**src/rtl/turbo_output_mux.sv**
```systemverilog
// rtl/turbo_output_mux.sv - turbo encoder output multiplexer: buffers sys/p1/p2 symbols per block,
// then emits them interleaved at rate 1/3 or punctured rate 1/2.
module turbo_output_mux #(
  parameter int DW    = 4,
  parameter int DEPTH = 16,
  parameter int AW    = 4
) (
  input  logic          i_clk,
  input  logic          i_rst,
  input  logic          i_start,
  input  logic          i_rate_sel,
  input  logic          i_sys_valid,
  input  logic [DW-1:0] i_sys_data,
  input  logic [DW-1:0] i_p1_data,
  output logic          o_sys_ready,
  input  logic          i_p2_valid,
  input  logic [DW-1:0] i_p2_data,
  output logic          o_p2_ready,
  output logic          o_out_valid,
  input  logic          i_out_ready,
  output logic [DW-1:0] o_out_data,
  output logic          o_out_last,
  output logic          o_busy,
  output logic          o_done
);

  typedef enum logic [1:0] {IDLE, COLLECT, EMIT} state_t;

  localparam logic [AW:0]   FULL     = (AW+1)'(DEPTH);
  localparam logic [AW-1:0] LAST_IDX = AW'(DEPTH - 1);

  state_t        r_state;
  state_t        w_state_nxt;
  logic          r_rate;
  logic [AW:0]   r_sys_cnt;
  logic [AW:0]   r_p2_cnt;
  logic [AW-1:0] r_idx;
  logic [1:0]    r_phase;
  logic          r_done;

  logic [DW-1:0] r_sys_mem [DEPTH];
  logic [DW-1:0] r_p1_mem  [DEPTH];
  logic [DW-1:0] r_p2_mem  [DEPTH];

  logic          w_sys_acc;
  logic          w_p2_acc;
  logic [AW:0]   w_sys_cnt_nxt;
  logic [AW:0]   w_p2_cnt_nxt;
  logic          w_last_phase;
  logic          w_out_last;
  logic          w_out_acc;
  logic [DW-1:0] w_sel;

  assign w_sys_acc     = (r_state == COLLECT) && i_sys_valid && (r_sys_cnt < FULL);
  assign w_p2_acc      = (r_state == COLLECT) && i_p2_valid && (r_p2_cnt < FULL);
  assign w_sys_cnt_nxt = r_sys_cnt + {{AW{1'b0}}, w_sys_acc};
  assign w_p2_cnt_nxt  = r_p2_cnt + {{AW{1'b0}}, w_p2_acc};
  assign w_last_phase  = r_rate ? (r_phase == 2'd2) : (r_phase == 2'd1);
  assign w_out_last    = (r_state == EMIT) && (r_idx == LAST_IDX) && w_last_phase;
  assign w_out_acc     = (r_state == EMIT) && i_out_ready;

  assign o_sys_ready = (r_state == COLLECT) && (r_sys_cnt < FULL);
  assign o_p2_ready  = (r_state == COLLECT) && (r_p2_cnt < FULL);
  assign o_out_valid = (r_state == EMIT);
  assign o_out_last  = w_out_last;
  assign o_out_data  = (r_state == EMIT) ? w_sel : '0;
  assign o_busy      = (r_state != IDLE);
  assign o_done      = r_done;

  // Rate 1/2 keeps p1 on even indices and p2 on odd ones.
  always_comb begin
    w_sel = r_sys_mem[r_idx];
    case (r_phase)
      2'd1:    w_sel = (r_rate || !r_idx[0]) ? r_p1_mem[r_idx] : r_p2_mem[r_idx];
      2'd2:    w_sel = r_p2_mem[r_idx];
      default: w_sel = r_sys_mem[r_idx];
    endcase
  end

  always_comb begin
    w_state_nxt = r_state;
    case (r_state)
      IDLE:    if (i_start) w_state_nxt = COLLECT;
      COLLECT: if (w_sys_cnt_nxt == FULL && w_p2_cnt_nxt == FULL) w_state_nxt = EMIT;
      EMIT:    if (w_out_acc && w_out_last) w_state_nxt = IDLE;
      default: w_state_nxt = IDLE;
    endcase
  end

  always_ff @(posedge i_clk or negedge i_rst) begin
    if (!i_rst) r_state <= IDLE;
    else        r_state <= w_state_nxt;
  end

  always_ff @(posedge i_clk or negedge i_rst) begin
    if (!i_rst) begin
      r_rate    <= 1'b0;
      r_sys_cnt <= '0;
      r_p2_cnt  <= '0;
      r_idx     <= '0;
      r_phase   <= '0;
      r_done    <= 1'b0;
    end else begin
      r_done <= 1'b0;
      case (r_state)
        IDLE: begin
          if (i_start) begin
            r_rate    <= i_rate_sel;
            r_sys_cnt <= '0;
            r_p2_cnt  <= '0;
            r_idx     <= '0;
            r_phase   <= '0;
          end
        end
        COLLECT: begin
          r_sys_cnt <= w_sys_cnt_nxt;
          r_p2_cnt  <= w_p2_cnt_nxt;
        end
        EMIT: begin
          if (w_out_acc) begin
            if (w_out_last) r_done <= 1'b1;
            if (w_last_phase) begin
              r_phase <= '0;
              r_idx   <= r_idx + AW'(1);
            end else begin
              r_phase <= r_phase + 2'd1;
            end
          end
        end
        default: ;
      endcase
    end
  end

  // Symbol memories hold no reset; each block rewrites every entry before EMIT reads it.
  always_ff @(posedge i_clk) begin
    if (w_sys_acc) begin
      r_sys_mem[r_sys_cnt[AW-1:0]] <= i_sys_data;
      r_p1_mem[r_sys_cnt[AW-1:0]]  <= i_p1_data;
    end
    if (w_p2_acc) r_p2_mem[r_p2_cnt[AW-1:0]] <= i_p2_data;
  end

endmodule

```
**config.mk**
```make
export PLATFORM = sky130hd
export DESIGN_NAME = turbo_output_mux
export DESIGN_NICKNAME = d
export VERILOG_FILES = /design/src/rtl/turbo_output_mux.sv
export SDC_FILE = /design/constraint.sdc
export NUM_CORES = 1
export LEC_CHECK = 0
export ABC_AREA = 1
export BUFFER_PORTS_ARGS = -buffer_cell sky130_fd_sc_hd__buf_2
export CAP_MARGIN = 0
export CORE_UTILIZATION = 30
export CTS_CLUSTER_DIAMETER = 30
export DETAILED_ROUTE_END_ITERATION = 10
export SYNTH_ARGS = -nofsm -noshare
export SYNTH_HDL_FRONTEND = slang
export SYNTH_SLANG_ARGS = --single-unit
```
**constraint.sdc**
```tcl
create_clock -name i_clk -period 2.5 [get_ports i_clk]
set_input_delay 0.25 -clock i_clk [delete_from_list [all_inputs] [get_ports i_clk]]
set_output_delay 0.25 -clock i_clk [all_outputs]
set_load 0.1 [all_outputs]
```
==> results_tabular.tex, run 1 <==
\begin{tabular}{lr}
\hline
Metric & Value \\
\hline
\multicolumn{2}{l}{\textbf{Status}} \\
Run status & finished, violations left \\
Violated checks & negative setup slack \\
\multicolumn{2}{l}{\textbf{Routing}} \\
Total number of vias & between 6000 and 7000 \\
Overall routed net length & 24.54 mm \\
First-pass iteration count of the detailed router & 5 \\
Routed length per instance & $\sim$17 um \\
\# DRC & 0 \\
Via density per instance & 4.739 \\
Count of nets left with antenna violations after detail routing & 0 \\
Starting DRC count in detailed routing & 550 \\
\multicolumn{2}{l}{\textbf{Final layout}} \\
Number of filler cells placed in the layout & roughly 2800 \\
Count of inserted antenna diode cells & 0 \\
Final net count & 1004 \\
Finished Cell Area & about 12000 um\^{}2 \\
Leading cell type in the layout, fill and taps excluded & nand2\_1 \\
Most frequent cells in the layout & nand2\_1, edfxtp\_1, nand3\_1 \\
Synthesis-to-layout area growth & 30.00\% \\
Fraction of final layout cells with drive strength greater than 1 & 18.85\% \\
\multicolumn{2}{l}{\textbf{Placed design}} \\
Final GP Congestion & 0.7973 \\
Detailed placer's ending HPWL & 14.05 mm \\
PortBufs & 28 \\
Worst slack after detailed placement & 0.2694 ns \\
Placed cell areas & 10080 um\^{}2 \\
\multicolumn{2}{l}{\textbf{Clock network}} \\
Clock tree from TritonCTS & yes \\
Clock tree root buffer cell & clkbuf\_16 \\
Worst-case clock buffer depth & 3 \\
Worst-Skew Late Latency & 0.52 ns \\
Number of clock sinks & 212 \\
Number of buffers created by CTS & 40 \\
Clock-pin slew reported for the worst setup and hold paths after clock tree synthesis & 0.05 ns \\
Max H-tree Level & 2 \\
\multicolumn{2}{l}{\textbf{Floorplan}} \\
Height of the die & 178.1 um \\
Die area & between 30000 and 40000 um\^{}2 \\
I/O pin count & 29 \\
Initial cell density of the core & 30.48\% \\
Cell Rows & 64 \\
Placeable core region & 30510 um\^{}2 \\
Overall die width & 178.1 um \\
\multicolumn{2}{l}{\textbf{Setup path}} \\
CP cell instances & buf\_12 > clkbuf\_16 > nand2\_1 > nand3\_1 > nand3\_1 > nand3\_1 > nand2\_1 > nand2\_1 > nand3\_1 > nand2\_2 > inv\_2 > buf\_12 \\
CP startpoint kind & flop \\
Data arrival at the endpoint of the critical path & 2.40 ns \\
Peak fanout along the critical path & 12 \\
Buffers plus inverters on the worst setup path & 4 \\
Startpoint-to-endpoint class of the critical path & reg2out \\
CP max stage cell & dfrtp\_4 \\
Maximum single-stage delay on the critical path & 0.57 ns \\
Gate family responsible for the most delay along the worst path & simple AND/OR/NAND/NOR gates \\
CP Data Required Time & around 2.3 ns \\
Critical Path Sink Type & output pin \\
Cell mode on critical path & nand3\_1 \\
\multicolumn{2}{l}{\textbf{Logic synthesis}} \\
Gate count of the mapped netlist & between 800 and 900 \\
Count of synthesis-stage warnings from yosys & 0 \\
Number of synthesized flops with an enable pin & between 150 and 200 \\
Most common flop cell mapped by yosys & edfxtp\_1 \\
Number of flip-flops and latches in the synthesized netlist & 212 \\
Mapped Avg Cell Area & 10.35 um\^{}2 \\
Post-synth net total & 925 \\
Fraction of synthesis flops using an asynchronous set or reset pin & 9.434\% \\
Unique cell type count in the Yosys netlist & 24 \\
Fraction of the yosys area taken by sequential cells & 67.38\% \\
Post-synth design cell area & 9300 um\^{}2 \\
\multicolumn{2}{l}{\textbf{STA}} \\
Worst-case headroom to the max-slew limit & approximately 60\% \\
Setup slack of the critical path after layout & -0.1475 ns \\
Portion of the clock cycle consumed by the worst path in the final layout & 105.9\% \\
Setup repair after global routing missed its margin & yes \\
Fin Clk Skew & 0.01459 ns \\
Smallest hold slack & 0.07253 ns \\
Number of hold violations in the final report & 0 \\
Fmax & 377.7 MHz \\
Post-layout min period & 2.647 ns \\
Final count of pins violating max slew & 0 \\
Endpoints failing setup & 4 \\
Worst-margin pin slew & 0.5787 ns \\
\multicolumn{2}{l}{\textbf{Global routing}} \\
Overall global routing resource usage & 15.62\% \\
Number of global-route vias before repair & 6678 \\
Grt total ovfl & 0 \\
Largest net degree at the start of global routing & 47 \\
Number of antenna violations at the first check in global routing & 0 \\
First-pass GRT wire length & 37.42 mm \\
\multicolumn{2}{l}{\textbf{Power}} \\
Worst voltage drop across the vdd grid & 0.7205 mV \\
Pwr/cell area & around 1100 nW/um\^{}2 \\
Leakage dissipation & between 4 and 5 nW \\
\multicolumn{2}{l}{\textbf{Run}} \\
Number of violations of the max-capacitance limit & 0 \\
\multicolumn{2}{l}{\textbf{Hold path}} \\
Worst hold path type & in2reg \\
\hline
\end{tabular}
[per-stage QoR]
step,util (%),total power [mW],setup TNS [ns],std cells
4_1_cts,38.96,13.49,-0.4497,1400
5_1_grt,39.63,14.29,-0.8914,1404
2_1_floorplan,-,6.477,0,899
6_report,39.63,13.67,-0.5289,1404
3_3_place_gp,33.03,7.220,0,1313
3_5_place_dp,33.03,7.259,0,1313
[routing by layer]
| layer | global-route usage, % | part of all wire (%) | vias up | wire length, um |
|---|---|---|---|---|
| li1 | - | - | 3167 | - |
| met1 | 20.41 | 44 | 3191 | 10700 |
| met2 | 25.03 | 47 | 230 | 11600 |
| met3 | 3.026 | 5.8 | 65 | 1432 |
| met4 | 7.051 | 3.3 | 0 | 813 |
| met5 | 0 | 0 | - | 0 |
[timing repair]
action / in CTS / in global routing
setup buffers: 6 / 1
hold endpoints to repair: 21 / 0
gates resized for setup: 36 / 25
pin swaps: 13 / 18
gates cloned: 7 / 5
setup endpoints to repair: 4 / 4
hold buffers: 2 / 0
[cell type report]
class	count	area (um^2)	share of cell area, %
Sequential cell	212	6270	51.86
Multi-Input combinational cell	550	2604	21.54
Clock buffer	46	1033	8.548
Timing Repair Buffer	76	940.9	7.782
Tap cell	396	495.5	4.098
Inverter	98	385.4	3.187
Clock inverter	26	361.6	2.991
[final timing paths]
| kind | start | endpoint | slack (ns) | cells past startpoint |
|---|---|---|---|---|
| max reg2reg | r_state[0]$_DFFE_PN0P_ | r_state[0]$_DFFE_PN0P_ | 0.33 | 12 |
| min reg2reg | r_rate$_DFFE_PN0P_ | r_rate$_DFFE_PN0P_ | 0.56 | 2 |
| min in group asynchronous | i_rst | r_p2_cnt[1]$_DFFE_PN0P_ | 0.24 | 2 |
| max | r_idx[0]$_DFFE_PN0P_ | o_out_data[3] | -0.15 | 12 |
| max in group asynchronous | i_rst | r_idx[0]$_DFFE_PN0P_ | 1.87 | 2 |
| min | i_start | r_state[0]$_DFFE_PN0P_ | 0.07 | 3 |
[tightest hold or removal path: stages]
cell,delay (ns)
buf_2,0.11
nand2_2,0.11
nand2_1,0.09
[Yosys cell counts (2+ instances only)]
library cell / number / share of area [%]
a21oi_1: 5 / 0.27
buf_2: 22 / 1.2
buf_4: 3 / 0.24
buf_6: 7 / 0.85
clkbuf_1: 6 / 0.24
dfrtp_1: 20 / 5.4
edfxtp_1: 192 / 62
ha_1: 7 / 0.94
inv_1: 96 / 3.9
nand2_1: 288 / 12
nand3_1: 161 / 8.7
nor2_1: 51 / 2.1
nor2_2: 5 / 0.34
nor3_1: 3 / 0.16
o21ai_0: 13 / 0.70
o22ai_1: 7 / 0.47
xnor2_1: 2 / 0.19
xor2_1: 5 / 0.47
[report_power, final]
part | internal [mW] | switching (mW) | total [mW]
logic | 1.39 | 2.28 | 3.66
registers | 4.25 | 0.212 | 4.47
clock network | 3.71 | 1.83 | 5.54
[cell families (layout without fill, tap and decap cells)]
logic type                 Yosys count  in the layout  share of synthesized area, %
adders and majority gates            7              7                        0.9417
buffers and inverters              137            246                         6.538
xor gates and xnor gates             7              7                        0.6592
AOI/OAI and AO/OA                   26             26                         1.493
and+or+nand+nor                    510            510                         22.99
DFF                                212            212                         67.38
[sequential cells by signal, summed over array words and instances, names as in the netlist]
signal     flops
o_done         1
r_state        2
r_phase        2
r_idx          4
r_p1_mem      64
r_p2_mem      64
r_p2_cnt       5
r_sys_mem     64
r_sys_cnt      5
r_rate         1
Note: power is estimated with default switching activity, not from simulation.
==> run 2: changes to the inputs <==
- HOLD_SLACK_MARGIN: not set -> 0.05
- clock period: 2.5 -> 2.8 ns (I/O delays scaled with it)
==> results_tabular.tex, run 2 (same netlist as run 1, synthesis figures left out) <==
\begin{tabular}{lr}
\hline
Metric & Value \\
\hline
\multicolumn{2}{l}{\textbf{Global routing}} \\
Number of antenna violations at the first check in global routing & 0 (unchanged) \\
First-pass GRT wire length & 34.99 mm (was 37.42 mm) \\
Overall global routing resource usage & 14.56\% (was 15.62\%) \\
Number of global-route vias before repair & 6235 (was 6678) \\
Largest net degree at the start of global routing & 99 (was 47) \\
Grt total ovfl & 0 (unchanged) \\
\multicolumn{2}{l}{\textbf{STA}} \\
Worst-case headroom to the max-slew limit & 62.86\% (was 61.37\%) \\
Worst-margin pin slew & 0.5512 ns (was 0.5787 ns) \\
Smallest hold slack & 0.1170 ns (was 0.07253 ns) \\
Portion of the clock cycle consumed by the worst path in the final layout & roughly 100\% \\
Post-layout min period & 2.742 ns \\
Number of hold violations in the final report & 0 (unchanged) \\
Endpoints failing setup & 0 (was 4) \\
Fmax & approximately 360 MHz \\
Final count of pins violating max slew & 0 (unchanged) \\
Fin Clk Skew & 0.02192 ns (was 0.01459 ns) \\
\multicolumn{2}{l}{\textbf{Clock network}} \\
Clock tree root buffer cell & clkbuf\_16 (unchanged) \\
Worst-Skew Late Latency & 0.53 ns (was 0.52 ns) \\
Clock tree from TritonCTS & yes (unchanged) \\
Max H-tree Level & 2 (unchanged) \\
Number of clock sinks & 212 (unchanged) \\
Clock-pin slew reported for the worst setup and hold paths after clock tree synthesis & 0.05 ns (about the same) \\
Number of buffers created by CTS & 41 (was 40) \\
Worst-case clock buffer depth & 3 (unchanged) \\
\multicolumn{2}{l}{\textbf{Setup path}} \\
Data arrival at the endpoint of the critical path & 2.46 ns (was 2.40 ns) \\
Worst reg2reg endpoint & r\_state[0]\$\_DFFE\_PN0P\_ (unchanged) \\
CP cell instances & buf\_4 > buf\_6 > nand2\_1 > nand3\_1 > nand3\_1 > nand3\_1 > nand2\_1 > a21oi\_1 > nand2\_2 > inv\_2 > buf\_12 (was buf\_12 > clkbuf\_16 > nand2\_1 > nand3\_1 > nand3\_1 > nand3\_1 > nand2\_1 > nand2\_1 > nand3\_1 > nand2\_2 > inv\_2 > buf\_12) \\
Buffers plus inverters on the worst setup path & 4 (unchanged) \\
Startpoint of the worst register-to-register path & r\_state[0]\$\_DFFE\_PN0P\_ (unchanged) \\
Cell mode on critical path & nand3\_1 (unchanged) \\
R2r worst-path depth & 12 (unchanged) \\
Gate family responsible for the most delay along the worst path & buffers and inverters (was simple AND/OR/NAND/NOR gates) \\
CP Data Required Time & 2.52 ns (was 2.25 ns) \\
CP startpoint kind & flop (unchanged) \\
Maximum single-stage delay on the critical path & 0.49 ns (was 0.57 ns) \\
Peak fanout along the critical path & 24 (was 12) \\
Startpoint-to-endpoint class of the critical path & reg2out (unchanged) \\
CP max stage cell & dfrtp\_2 (was dfrtp\_4) \\
Register-to-register setup slack & 0.60 ns (was 0.33 ns) \\
Critical Path Sink Type & output pin (unchanged) \\
\multicolumn{2}{l}{\textbf{Routing}} \\
Routed length per instance & 16.72 um (was 17.48 um) \\
Starting DRC count in detailed routing & 632 (was 550) \\
\# DRC & 0 (unchanged) \\
Via density per instance & 4.732 (was 4.739) \\
Total number of vias & 6616 (was 6653) \\
Count of nets left with antenna violations after detail routing & 0 (unchanged) \\
Overall routed net length & 23.38 mm (was 24.54 mm) \\
First-pass iteration count of the detailed router & 5 (unchanged) \\
\multicolumn{2}{l}{\textbf{Placed design}} \\
PortBufs & 28 (unchanged) \\
Placed cell areas & 10020 um\^{}2 (was 10080 um\^{}2) \\
\# placed instances & 1313 (unchanged) \\
Detailed placer's ending HPWL & 14.42 mm (was 14.05 mm) \\
Final GP Congestion & 0.8407 (was 0.7973) \\
\multicolumn{2}{l}{\textbf{Floorplan}} \\
Overall die width & 178.1 um (unchanged) \\
Initial cell density of the core & 30.48\% (unchanged) \\
I/O pin count & 29 (unchanged) \\
Height of the die & 178.1 um (unchanged) \\
Die area & 31710 um\^{}2 (unchanged) \\
Placeable core region & 30510 um\^{}2 (unchanged) \\
Cell Rows & 64 (unchanged) \\
\multicolumn{2}{l}{\textbf{Status}} \\
Run status & complete, no violations (was finished, violations left) \\
\multicolumn{2}{l}{\textbf{Hold path}} \\
Hold Path Stages & 3 (unchanged) \\
HP Start & i\_start (unchanged) \\
End point of the worst hold path & r\_state[0]\$\_DFFE\_PN0P\_ (unchanged) \\
Worst hold path type & in2reg (unchanged) \\
\multicolumn{2}{l}{\textbf{Final layout}} \\
Count of placed standard cells in the final layout, fillers left out & 1398 (was 1404) \\
Fraction of final layout cells with drive strength greater than 1 & 15.28\% (was 18.85\%) \\
Final net count & 995 (was 1004) \\
Finished Cell Area & 11640 um\^{}2 (was 12090 um\^{}2) \\
Number of filler cells placed in the layout & 2910 (was 2846) \\
Synthesis-to-layout area growth & 25.21\% (was 30.00\%) \\
Leading cell type in the layout, fill and taps excluded & nand2\_1 (unchanged) \\
Most frequent cells in the layout & nand2\_1, edfxtp\_1, nand3\_1 (unchanged) \\
\multicolumn{2}{l}{\textbf{Power}} \\
Worst voltage drop across the vdd grid & 0.8585 mV (was 0.7205 mV) \\
Total power consumption of the routed design & 11.71 mW (was 13.67 mW) \\
Leakage dissipation & 4.705 nW (was 4.888 nW) \\
Pwr/cell area & 1005 nW/um\^{}2 (was 1131 nW/um\^{}2) \\
\multicolumn{2}{l}{\textbf{Run}} \\
Number of violations of the max-capacitance limit & 0 (unchanged) \\
\hline
\end{tabular}
-- run 2: changes by cell type in the layout (fill, tap and decap cells not counted), sizes merged --
| cell | previous run | this run |
|---|---|---|
| buf | 69 | 61 |
| diode | 0 | 1 |
| inv | 101 | 103 |
| clkinvlp | 2 | 6 |
| clkbuf | 51 | 46 |
-- run 2: repair_timing --
item / in CTS / in global routing
endpoints found under the hold margin: 21 / 0
cloned: 0 / 4
hold buffers: 2 / 0
setup buffers: 0 / 3
resized for setup: 3 / 13
setup endpoints to repair: 2 / 4
pin swaps: 0 / 0
-- run 2: where the power goes --
part / internal [mW] / switching [mW]
sequential: 3.80 / 0.174
combinational: 0.808 / 1.86
clock: 3.38 / 1.69
total: 7.99 / 3.72
-- run 2: stage by stage --
| step | util, % | setup WS (ns) | setup TNS, ns |
|---|---|---|---|
| detailed placement | 32.84 | 0.5649 | 0 |
| global route | 38.16 | -0.02875 | -0.08374 |
| global placement | 32.84 | 0.5874 | 0 |
| finish | 38.17 | 0.05758 | 0 |
| floorplan | - | 0.1826 | 0 |
| CTS | 37.74 | 0.006213 | 0 |
-- run 2: worst max path at each step --
stage                          to                    from  depth (start not counted)  slack, ns
global placement    o_out_data[2]    r_idx[0]$_DFFE_PN0P_                         13       0.59
finish              o_out_data[3]    r_idx[0]$_DFFE_PN0P_                         11       0.06
detailed placement  o_out_data[3]    r_idx[0]$_DFFE_PN0P_                         13       0.56
CTS                 o_out_data[3]    r_idx[0]$_DFFE_PN0P_                         12      0.006
global route        o_out_data[1]    r_idx[0]$_DFFE_PN0P_                         11      -0.03
floorplan           o_out_data[0]  r_state[0]$_DFFE_PN0P_                          5       0.18
-- run 2: worst reg2reg max path: cells and delay by family, from the launching register on --
family | cells | cell delay, ns
adders and majority gates | 2 | 0.43
buffers and inverters | 1 | 0.06
and+or+nand+nor | 8 | 1.05
DFF | 1 | 0.37
xor gates and xnor gates | 1 | 0.18
-- run 2: routing by layer --
metal	track usage (%)	up-vias	wire length, um
met5	0	-	0
met4	4.736	0	419
met3	2.813	33	1736
met2	22.47	281	10840
met1	20.46	3152	10390
li1	-	3150	-
-- run 2: cell type report --
class	instances	area, um^2	area share [%]
multi-input combinational	550	2439	20.94
clock inverter	31	426.7	3.664
timing repair buffer	65	584.3	5.018
antenna	1	2.502	0.02149
tap	396	495.5	4.255
clock buffer	44	1037	8.907
sequential	212	6267	53.82
inverter	98	384.1	3.299
timing repair inverter	1	8.758	0.07521
==> run 3: changes to the inputs <==
- CORE_UTILIZATION: 30 -> 43
==> results_tabular.tex, run 3 (same netlist as run 1, synthesis figures left out) <==
\begin{tabular}{lr}
\hline
Metric & Value \\
\hline
\multicolumn{2}{l}{\textbf{Floorplan}} \\
Placeable core region & 21090 um\^{}2 (was 30510 um\^{}2) \\
Initial cell density of the core & 44.10\% (was 30.48\%) \\
Cell Rows & 53 (was 64) \\
Die area & 22220 um\^{}2 (was 31710 um\^{}2) \\
Overall die width & 149.1 um (was 178.1 um) \\
Height of the die & 149.1 um (was 178.1 um) \\
I/O pin count & 29 (unchanged) \\
\multicolumn{2}{l}{\textbf{Final layout}} \\
Finished Cell Area & 11460 um\^{}2 (was 11640 um\^{}2) \\
Synthesis-to-layout area growth & 23.21\% (was 25.21\%) \\
Count of placed standard cells in the final layout, fillers left out & 1269 (was 1398) \\
End-of-flow core utilization & 54.34\% (was 38.17\%) \\
Most frequent cells in the layout & nand2\_1, edfxtp\_1, nand3\_1 (unchanged) \\
Count of inserted antenna diode cells & 0 (was 1) \\
Leading cell type in the layout, fill and taps excluded & nand2\_1 (unchanged) \\
Final net count & 986 (was 995) \\
Fraction of final layout cells with drive strength greater than 1 & 13.58\% (was 15.28\%) \\
\multicolumn{2}{l}{\textbf{Routing}} \\
Via density per instance & 5.118 (was 4.732) \\
Starting DRC count in detailed routing & 509 (was 632) \\
Total number of vias & 6495 (was 6616) \\
Overall routed net length & 22.64 mm (was 23.38 mm) \\
First-pass iteration count of the detailed router & 5 (unchanged) \\
Count of nets left with antenna violations after detail routing & 0 (unchanged) \\
\# DRC & 0 (unchanged) \\
Routed length per instance & 17.84 um (was 16.72 um) \\
\multicolumn{2}{l}{\textbf{STA}} \\
Fin Clk Skew & 0.01404 ns (was 0.02192 ns) \\
Fmax & 376.2 MHz (was 364.6 MHz) \\
Worst-margin pin slew & 0.8310 ns (was 0.5512 ns) \\
Number of hold violations in the final report & 0 (unchanged) \\
Worst-case headroom to the max-slew limit & 44.40\% (was 62.86\%) \\
Post-layout min period & 2.658 ns (was 2.742 ns) \\
Portion of the clock cycle consumed by the worst path in the final layout & 94.94\% (was 97.94\%) \\
Setup repair after global routing missed its margin & yes \\
Final count of pins violating max slew & 0 (unchanged) \\
Endpoints failing setup & 0 (unchanged) \\
Setup slack of the critical path after layout & 0.1415 ns (was 0.05758 ns) \\
\multicolumn{2}{l}{\textbf{Run}} \\
Number of violations of the max-capacitance limit & 0 (unchanged) \\
\multicolumn{2}{l}{\textbf{Clock network}} \\
Clock tree root buffer cell & clkbuf\_16 (unchanged) \\
Worst-Skew Late Latency & 0.52 ns (was 0.53 ns) \\
Postcts setup bufs & 0 (unchanged) \\
Clock tree from TritonCTS & yes (unchanged) \\
Worst-case clock buffer depth & 3 (unchanged) \\
Number of clock sinks & 212 (unchanged) \\
Max H-tree Level & 2 (unchanged) \\
Number of buffers created by CTS & 42 (was 41) \\
Clock-pin slew reported for the worst setup and hold paths after clock tree synthesis & 0.05 ns (about the same) \\
\multicolumn{2}{l}{\textbf{Global routing}} \\
First-pass GRT wire length & 34.91 mm (was 34.99 mm) \\
Number of antenna violations at the first check in global routing & 0 (unchanged) \\
Largest net degree at the start of global routing & 65 (was 99) \\
Grt total ovfl & 0 (unchanged) \\
Overall global routing resource usage & 20.93\% (was 14.56\%) \\
Number of global-route vias before repair & 6324 (was 6235) \\
\multicolumn{2}{l}{\textbf{Setup path}} \\
Maximum single-stage delay on the critical path & 0.53 ns (was 0.49 ns) \\
CP Data Required Time & 2.52 ns (about the same) \\
Peak fanout along the critical path & 64 (was 24) \\
CP cell instances & buf\_12 > nand2\_1 > nand3\_1 > nand3\_1 > nand3\_1 > nand2\_1 > nand2\_1 > nand3\_1 > nand2\_1 > inv\_1 > buf\_12 (was buf\_4 > buf\_6 > nand2\_1 > nand3\_1 > nand3\_1 > nand3\_1 > nand2\_1 > a21oi\_1 > nand2\_2 > inv\_2 > buf\_12) \\
Data arrival at the endpoint of the critical path & 2.38 ns (was 2.46 ns) \\
Gate family responsible for the most delay along the worst path & simple AND/OR/NAND/NOR gates (was buffers and inverters) \\
CP startpoint kind & flop (unchanged) \\
Critical Path Sink Type & output pin (unchanged) \\
CP max stage cell & dfrtp\_4 (was dfrtp\_2) \\
Startpoint-to-endpoint class of the critical path & reg2out (unchanged) \\
Buffers plus inverters on the worst setup path & 3 (was 4) \\
\multicolumn{2}{l}{\textbf{Status}} \\
Run status & complete, no violations (unchanged) \\
\multicolumn{2}{l}{\textbf{Placed design}} \\
Placed cell areas & 9851 um\^{}2 (was 10020 um\^{}2) \\
Final GP Congestion & 0.8181 (was 0.8407) \\
PortBufs & 28 (unchanged) \\
Worst slack after detailed placement & 0.5636 ns (was 0.5649 ns) \\
\# placed instances & 1186 (was 1313) \\
Detailed placer's ending HPWL & 13.66 mm (was 14.42 mm) \\
\multicolumn{2}{l}{\textbf{Hold path}} \\
Worst hold path type & in2reg (unchanged) \\
\multicolumn{2}{l}{\textbf{Power}} \\
Leakage dissipation & 4.708 nW (was 4.705 nW) \\
Total power consumption of the routed design & 11.72 mW (was 11.71 mW) \\
Worst voltage drop across the vdd grid & 0.7843 mV (was 0.8585 mV) \\
Pwr/cell area & 1023 nW/um\^{}2 (was 1005 nW/um\^{}2) \\
\hline
\end{tabular}
run 3: cell types whose count changed in the layout (fill, tap and decap cells not counted), moves of 2 or more:
cell        before  now
buf_4           28   17
clkbuf_16       43   46
inv_1           91   96
nand2_1        284  288
buf_12           5    7
clkinv_4         3    6
inv_6            6    3
nand2_2          5    1
clkinv_16        2    0
clkbuf_1         3    5
inv_2            5    1
buf_6            3    1
clkinvlp_4       6    3
run 3: layer usage:
| layer | global-route usage [%] | share of wire (%) | up-vias |
|---|---|---|---|
| met5 | 0 | 0 | - |
| met1 | 29.27 | 45 | 3105 |
| li1 | - | - | 3138 |
| met3 | 3.914 | 6.1 | 43 |
| met2 | 32.49 | 46 | 209 |
| met4 | 7.857 | 2.6 | 0 |
run 3: layout make-up:
class	count	area [um^2]
clock inverter	30	386.6
clock buffer	48	1095
fill	1802	9629
sequential	212	6270
timing repair buffer	56	559.3
multi-input combinational	550	2429
inverter	98	375.4
tap	275	344.1
run 3: through the flow:
step	TNS (ns)	hold WS, ns
6_report	0	0.08833
5_1_grt	-0.01134	0.1090
4_1_cts	0	0.06857
3_5_place_dp	0	0.2735
3_3_place_gp	0	0.2753
2_1_floorplan	0	-0.01559
run 3: final timing paths:
| path | startpoint | to | slack (ns) | depth (start not counted) |
|---|---|---|---|---|
| max | r_idx[0]$_DFFE_PN0P_ | o_out_data[0] | 0.14 | 11 |
| min | i_start | r_state[0]$_DFFE_PN0P_ | 0.09 | 3 |
| max reg2reg | r_state[0]$_DFFE_PN0P_ | r_p1_mem[6][3]$_DFFE_PP_ | 0.59 | 6 |
| min reg2reg | r_rate$_DFFE_PN0P_ | r_rate$_DFFE_PN0P_ | 0.55 | 2 |
| max in group asynchronous | i_rst | r_idx[0]$_DFFE_PN0P_ | 2.18 | 2 |
| min in group asynchronous | i_rst | r_sys_cnt[1]$_DFFE_PN0P_ | 0.25 | 2 |
run 3: tightest hold or removal path: stages:
cell     delay, ns
buf_2         0.08
nand2_2       0.12
nand2_1       0.09
run 3: what timing repair did:
action                                 CTS  global route
hold buffers                             2             0
endpoints found under the hold margin   21             0
setup endpoints to repair                0             3
resized for setup                        0             7
run 3: where the power goes:
| group | internal (mW) | switching [mW] | total [mW] | leakage (nW) |
|---|---|---|---|---|
| Combinational | 0.803 | 1.80 | 2.61 | 2.00 |
| Sequential | 3.80 | 0.162 | 3.96 | 1.99 |
| Clock | 3.48 | 1.67 | 5.15 | 0.718 |
